**config.mk**
```make
export PLATFORM = sky130hd
export DESIGN_NAME = serial_byte_tx
export DESIGN_NICKNAME = d
export VERILOG_FILES = /design/src/rtl/serial_byte_tx.sv
export SDC_FILE = /design/constraint.sdc
export NUM_CORES = 1
export LEC_CHECK = 0
export ABC_AREA = 1
export BUFFER_PORTS_ARGS = -buffer_cell sky130_fd_sc_hd__buf_2
export CELL_PAD_IN_SITES_DETAIL_PLACEMENT = 1
export CELL_PAD_IN_SITES_GLOBAL_PLACEMENT = 1
export CORE_ASPECT_RATIO = 1.1
export CORE_MARGIN = 10
export CORE_UTILIZATION = 40
export DETAILED_ROUTE_END_ITERATION = 16
export PLACE_DENSITY = 0.82
export SLEW_MARGIN = 5
export SYNTH_ARGS = -nofsm -noshare
export SYNTH_HDL_FRONTEND = slang
export SYNTH_SLANG_ARGS = --single-unit
```
**constraint.sdc**
```tcl
create_clock -name clk -period 2 [get_ports clk]
set_input_delay 0 -clock clk [delete_from_list [all_inputs] [get_ports clk]]
set_output_delay 0 -clock clk [all_outputs]
set_load 0.01 [all_outputs]
```
**src/rtl/serial_byte_tx.sv**
```systemverilog
// Parallel-to-serial framer: start bit, DATA_W data bits (LSB- or MSB-first),
// optional even parity and STOP_BITS stop bits, each bit held CLKS_PER_BIT clocks.
//
//  state    | meaning
//  S_IDLE   | line high, accepting a word when in_ready is set
//  S_START  | driving the start bit (0)
//  S_DATA   | driving data bits out of the shift register
//  S_PARITY | driving the even-parity bit
//  S_STOP   | driving stop bit(s) (1)
module serial_byte_tx #(
    parameter int DATA_W       = 8,
    parameter int CLKS_PER_BIT = 16,
    parameter int PARITY_EN    = 1,
    parameter int STOP_BITS    = 1
) (
    input  logic              clk,
    input  logic              reset,
    input  logic [DATA_W-1:0] in_data,
    input  logic              in_dir,
    input  logic              in_valid,
    output logic              in_ready,
    output logic              tx_out,
    output logic              busy,
    output logic              done
);

    localparam int BAUD_W = (CLKS_PER_BIT > 1) ? $clog2(CLKS_PER_BIT) : 1;
    localparam int BIT_W  = $clog2(DATA_W + 1);

    localparam logic [BAUD_W-1:0] BAUD_LAST = BAUD_W'(CLKS_PER_BIT - 1);
    localparam logic [BIT_W-1:0]  DATA_LAST = BIT_W'(DATA_W - 1);
    localparam logic [BIT_W-1:0]  STOP_LAST = BIT_W'(STOP_BITS - 1);

    typedef enum logic [2:0] {
        S_IDLE,
        S_START,
        S_DATA,
        S_PARITY,
        S_STOP
    } state_t;

    state_t             state, state_next;
    logic [BAUD_W-1:0]  baud_cnt, baud_next;
    logic [BIT_W-1:0]   bit_cnt, bit_next;
    logic [DATA_W-1:0]  shift_reg, shift_next;
    logic               dir_reg, dir_next;
    logic               parity_reg, parity_next;
    logic               transfer;
    logic               bit_end;
    logic               frame_end;
    logic               tx_level;

    always_comb begin
        state_next  = state;
        baud_next   = baud_cnt;
        bit_next    = bit_cnt;
        shift_next  = shift_reg;
        dir_next    = dir_reg;
        parity_next = parity_reg;
        frame_end   = 1'b0;
        tx_level    = 1'b1;
        transfer    = in_valid & in_ready;
        bit_end     = (baud_cnt == BAUD_LAST);

        case (state)
            S_IDLE: begin
                if (transfer) begin
                    state_next  = S_START;
                    baud_next   = '0;
                    bit_next    = '0;
                    shift_next  = in_data;
                    dir_next    = in_dir;
                    parity_next = ^in_data;
                end
            end

            S_START: begin
                tx_level = 1'b0;
                if (bit_end) begin
                    state_next = S_DATA;
                    baud_next  = '0;
                    bit_next   = '0;
                end else begin
                    baud_next = baud_cnt + BAUD_W'(1);
                end
            end

            S_DATA: begin
                // The shift direction follows the captured bit order, so the
                // outgoing bit always sits at one fixed end of the register.
                tx_level = dir_reg ? shift_reg[DATA_W-1] : shift_reg[0];
                if (bit_end) begin
                    baud_next  = '0;
                    shift_next = dir_reg ? (shift_reg << 1) : (shift_reg >> 1);
                    if (bit_cnt == DATA_LAST) begin
                        bit_next   = '0;
                        state_next = (PARITY_EN != 0) ? S_PARITY : S_STOP;
                    end else begin
                        bit_next = bit_cnt + BIT_W'(1);
                    end
                end else begin
                    baud_next = baud_cnt + BAUD_W'(1);
                end
            end

            S_PARITY: begin
                tx_level = parity_reg;
                if (bit_end) begin
                    state_next = S_STOP;
                    baud_next  = '0;
                    bit_next   = '0;
                end else begin
                    baud_next = baud_cnt + BAUD_W'(1);
                end
            end

            S_STOP: begin
                tx_level = 1'b1;
                if (bit_end) begin
                    baud_next = '0;
                    if (bit_cnt == STOP_LAST) begin
                        state_next  = S_IDLE;
                        frame_end   = 1'b1;
                        bit_next    = '0;
                        shift_next  = '0;
                        dir_next    = 1'b0;
                        parity_next = 1'b0;
                    end else begin
                        bit_next = bit_cnt + BIT_W'(1);
                    end
                end else begin
                    baud_next = baud_cnt + BAUD_W'(1);
                end
            end

            default: begin
                state_next = S_IDLE;
                baud_next  = '0;
                bit_next   = '0;
            end
        endcase
    end

    // Outputs are registered from the current state, so the line lags the
    // state register by one clock; frame_end lets busy fall and done rise on
    // the same edge that the state returns to idle.
    always_ff @(posedge clk) begin
        if (!reset) begin
            state      <= S_IDLE;
            baud_cnt   <= '0;
            bit_cnt    <= '0;
            shift_reg  <= '0;
            dir_reg    <= 1'b0;
            parity_reg <= 1'b0;
            tx_out     <= 1'b1;
            in_ready   <= 1'b0;
            busy       <= 1'b0;
            done       <= 1'b0;
        end else begin
            state      <= state_next;
            baud_cnt   <= baud_next;
            bit_cnt    <= bit_next;
            shift_reg  <= shift_next;
            dir_reg    <= dir_next;
            parity_reg <= parity_next;
            tx_out     <= tx_level;
            in_ready   <= (state_next == S_IDLE);
            busy       <= (state != S_IDLE) && !frame_end;
            done       <= frame_end;
        end
    end

endmodule

```
**Yosys cells after proc, flatten, opt, wreduce, memory -nomap -nowiden**

Cells that the tools add are included.

- Register bits: 25
- Bits in latches: 0
- Bits in writable memories: 0
- Memory bits (read-only): 0
- Bits of input ports: 12
- Output and inout bits: 4
- Word-level logic and storage cells: 72
- Memories: 0

- $add $sub $neg: 2
- Multipliers: 0
- Div/mod/pow operators: 0
- Order comparisons: 0
- Equality and inequality tests: 11
- Shifts and indexed selects: 0
- Mux-type cells: 34
- Bitwise gates (word level): 1
- Reductions and logical operators: 14

Operator list:

| kind | number |
|---|---|
| 2-to-1 mux 8 bit | 5 |
| 2-to-1 mux 4 bit | 7 |
| one-hot mux 8 bit (3 select lines) | 1 |
| 2-to-1 mux 3 bit | 7 |
| one-hot mux 4 bit (4 select lines) | 1 |
| one-hot mux 3 bit (5 select lines) | 1 |
| adder 4 x 1 -> 4 bit (second input constant) | 2 |
| 2-to-1 mux 1 bit | 8 |
| inequality test 2 bit (second input constant) | 4 |
| one-hot mux 4 bit (2 select lines) | 1 |
| AND reduction 4 bit | 2 |
| parity 8 bit | 1 |
| == test 3 x 2 -> 1 bit (second input constant) | 2 |
| logical NOT 3 bit | 2 |
| nonzero test 3 bit | 2 |
| AND reduction 5 bit | 1 |
| == test 4 x 3 -> 1 bit (second input constant) | 1 |
| == test 4 bit (second input constant) | 1 |
| logical NOT 4 bit | 1 |
| one-hot mux 1 bit (2 select lines) | 2 |
| OR reduction 4 bit | 1 |
| == test 3 x 1 -> 1 bit (second input constant) | 1 |
| == test 3 bit (second input constant) | 1 |
| one-hot mux 1 bit (3 select lines) | 1 |
| 6 further kinds | 6 |

**Depth between registers and ports, before layout**

- Word-level depth: 6
- Depth in mapped cells: 10
- Depth with buffers taken out: 9

**Worst setup path before layout**

No wires, ideal clock.

- Kind: register -> register
- Start: register baud_cnt[0]
- End: register shift_reg[3]
- Library setup time: 0.112 ns
- Arrival time: 1.342 ns
- Data required time: 1.888 ns
- Setup slack: 0.546 ns
- Cell stages (with the launch flop): 10
- Path buffers: 1
- Clock period less this slack: 1.454 ns
- Path through: dfxtp_1 > ha_1 > nand3_1 > nand2_4 > nand2_4 > nor2_4 > buf_8 > nand2_1 > nand2_1 > nor2_2

- Longest elaborated chain between the ends: 3
- Elaborated cells between the ends (all ways): 4
- Those cells by class: eq/ne: 3; reduce/logical: 1

RTL lines:

| what | RTL line | text |
|---|---|---|
| start: declaration | 43 | `logic [BAUD_W-1:0] baud_cnt, baud_next;` |
| start signal: assignment | 161 | `baud_cnt <= baud_next;` |
| == test 4 bit * | 63 | `bit_end = (baud_cnt == BAUD_LAST);` |
| inequality test 2 bit (no source line) | -- |  |
| AND reduction 5 bit (no source line) * | -- |  |
| end signal: assignment | 163 | `shift_reg <= shift_next;` |
| end: declaration | 45 | `logic [DATA_W-1:0] shift_reg, shift_next;` |

Every way passes the cells marked *; elsewhere a longest branch is shown, timed or not.
A chain may end at the register's enable or synchronous reset.

**Final worst setup path**

Same ends and word-level chain as after synthesis.

==> impl_metrics.ini <==
[outcome]
status = finished clean

[placement]
place_congestion = 0.847
dp_hpwl_mm = 3.27
port_buffers = 15

[routing]
drt_first_pass_iters = 4
wl_mm = 4.03
drtAntennaViolNets = 0
routedWlPerCell_microns = 11.9
drtIter0Drc = 64
vias = 1620
drcViolationCount = 0
avgViaCountPerCell = 4.78

[clocking]
cts_buffer_depth = 2
clkTransAtPathRegs_ps = 90
cts_hold_buf = 1
cts_tree = yes
clock_sinks = 25
worstSkewPairLatency_ps = 280
post_cts_buffers = 0
cts_htree_levels = 1
postCtsResizedCells = 0
cts_root_buf = clkbuf_8
numCtsBuffers = 3

[global_route]
grt_pass1_wl_mm = 7.12
antenna_found_initial = 0
grt_pass1_vias = 1623
grt_max_degree = 17
overflow = 0
track_usage_pct = 12.3

[timing]
tightestPinTransition_ps = 457
finalCriticalPeriod_ps = 1750
clock.fmax_mhz = 572
setup_viol = 0
fin_crit_sh_pct = 87.4
fin_setup_tns_ps = 0
rsz0062_at_grt = false
skew_ps = 7.86
slew_violations = 0
hold_violations = 0
slew_headroom_pct = 69.4

[pwr]
p_switching_mw = 0.369
intPower_mw = 0.773
power_density_nw_per_um2 = 632
peakVddDrop_mv = 0.271
comb_power_share_pct = 22.6
p_clk_share_pct = 27.6
switching_share_pct = 32.3
power_leakage_nw = 0.930
power_mw = 1.14
seq_power_share_pct = 49.8

[worst_setup_path]
cp.required_ps = 2180
worstPathCellList = ha_1 -> nand3_1 -> nand2_4 -> nand2_4 -> nor2_4 -> nand2_1 -> nand2_1 -> nor2_2
worst_path_max_delay_cell = dfxtp_1
cp_num_buf_inv = 0
arrival_ps = 1930
rr_startpoint = baud_cnt[0]$_SDFFE_PN0N_
end_kind = register
r2r_end = shift_reg[3]$_SDFFE_PN0P_
critPathKind = reg -> reg
rrSetupSlack_ps = 250
start_kind = register
cp_max_fo = 16
r2r.worst_path.cells = 8
critPathMaxStageDelay_ps = 390
path_delay_family = simple AND/OR/NAND/NOR gates

[synth]
syn_nets = 286
ys_top_cells_by_area = dfxtp_1 (31%), nand2_1 (21%), inv_1 (8.5%), nor2_1 (7.6%), nand3_1 (6.4%)
yosysTopAreaCellShare_pct = 30.7
synth_top_area_cell = dfxtp_1
yosysSeqAreaShare_pct = 30.7
synth_cell_types = 24
ys_warn_count = 0
netlist_instances = 271
syn_avg_cell_area_sq_um = 6.03
yosys_register_bits = 25
synth_area_sq_um = 1630

[floorplanning]
die_area_sq_um = 7040
pin_count = 16
coreArea_sq_um = 3960
initial_core_util_pct = 41.2
die_w_microns = 80.9
die_h_microns = 87.0
num_rows = 24

[final_layout]
final_layout_size_suffix_gt1_share_pct = 14.6
largest_reg_flops = 8
num-nets-final = 303
n_antenna_cell = 0
synthToLayoutAreaGrowth_pct = 10.6

[min_path]
hold_depth = 2
hp-start = reset
holdCritPathClass = in -> reg
holdPathEnd = tx_out$_SDFF_PN1_

[flow_run]
maxCapViolations = 0
[layout by cell type, fill, tap and decap left out, types with 8 or more instances in the layout]
master and instances:
a21oi_1 8, nand3_1 21, nor2_1 33, o21ai_0 15
inv_1 37, buf_2 15, nor2_2 11, nand2_1 92
dfxtp_1 25
[cell type report]
class / count / area, sq um
clock buffers: 3 / 41.3
clock inverters: 1 / 7.51
fillers: 582 / 2160
inverters: 39 / 146
multi-input cells: 202 / 952
flip-flops and latches: 25 / 500
well taps: 52 / 65.1
repair buffers: 17 / 92.6
[worst max-delay path by stage]
stage,end,startpoint,slack (ps),depth (start not counted)
finish,shift_reg[3]$_SDFFE_PN0P_,baud_cnt[0]$_SDFFE_PN0N_,250,8
global route,shift_reg[1]$_SDFFE_PN0P_,baud_cnt[0]$_SDFFE_PN0N_,70,8
CTS,shift_reg[3]$_SDFFE_PN0P_,baud_cnt[0]$_SDFFE_PN0N_,240,8
detailed placement,shift_reg[7]$_SDFFE_PN0P_,baud_cnt[0]$_SDFFE_PN0N_,270,8
global placement,shift_reg[3]$_SDFFE_PN0P_,baud_cnt[0]$_SDFFE_PN0N_,350,8
floorplan,shift_reg[3]$_SDFFE_PN0P_,baud_cnt[0]$_SDFFE_PN0N_,550,9
[kinds of logic (layout without fill, tap and decap cells)]
group | Yosys count | in the layout | synth area share [%]
and+or+nand+nor | 167 | 167 | 44.5
buffers and inverters | 44 | 60 | 11.0
AOI/OAI and AO/OA | 28 | 28 | 9.35
DFF | 25 | 25 | 30.7
xor gates and xnor gates | 4 | 4 | 2.15
adders and majority gates | 3 | 3 | 2.30
[power groups by stage]
stage	registers (mW)	clock network [mW]	logic, mW
after floorplan	0.573	0	0.203
after global placement	0.579	0	0.253
after detailed placement	0.580	0	0.261
after CTS	0.569	0.327	0.264
after global routing	0.575	0.346	0.303
final	0.569	0.315	0.258
[per-layer routing]
layer / vias up / global-route usage [%] / share of wire [%]
li1: 861 / - / -
met1: 732 / 14.2 / 47
met2: 22 / 22.1 / 49
met3: 5 / 1.45 / 2.0
met4: 0 / 5.20 / 1.9
met5: - / 0 / 0
[through the flow]
stage          cell area [sq um]  std cells  utilization, %  hold slack [ps]  setup WS [ps]
2_1_floorplan               1630        271               -              123            546
3_3_place_gp                1750        334            44.1              279            353
3_5_place_dp                1750        334            44.1              281            271
4_1_cts                     1810        339            45.5             63.0            237
5_1_grt                     1810        339            45.5             60.5           70.2
6_report                    1810        339            45.5             50.4            251
[Yosys cell counts]
| master | n |
|---|---|
| xnor2_1 | 1 |
| inv_1 | 37 |
| buf_2 | 3 |
| a211oi_1 | 1 |
| a21oi_1 | 8 |
| nor2_1 | 33 |
| xor2_1 | 3 |
| ha_1 | 3 |
| nand2_4 | 3 |
| nand2_2 | 3 |
| o21ai_2 | 1 |
| nand2_1 | 92 |
| dfxtp_1 | 25 |
| nor2_4 | 1 |
| a22oi_1 | 2 |
| a31oi_1 | 1 |
| nor3_1 | 2 |
| o21ai_0 | 15 |
| inv_2 | 2 |
| nor2_2 | 11 |
| buf_8 | 1 |
| clkbuf_1 | 1 |
| nand3_1 | 21 |
| nand3_2 | 1 |
(Power assumes the default switching activity.)
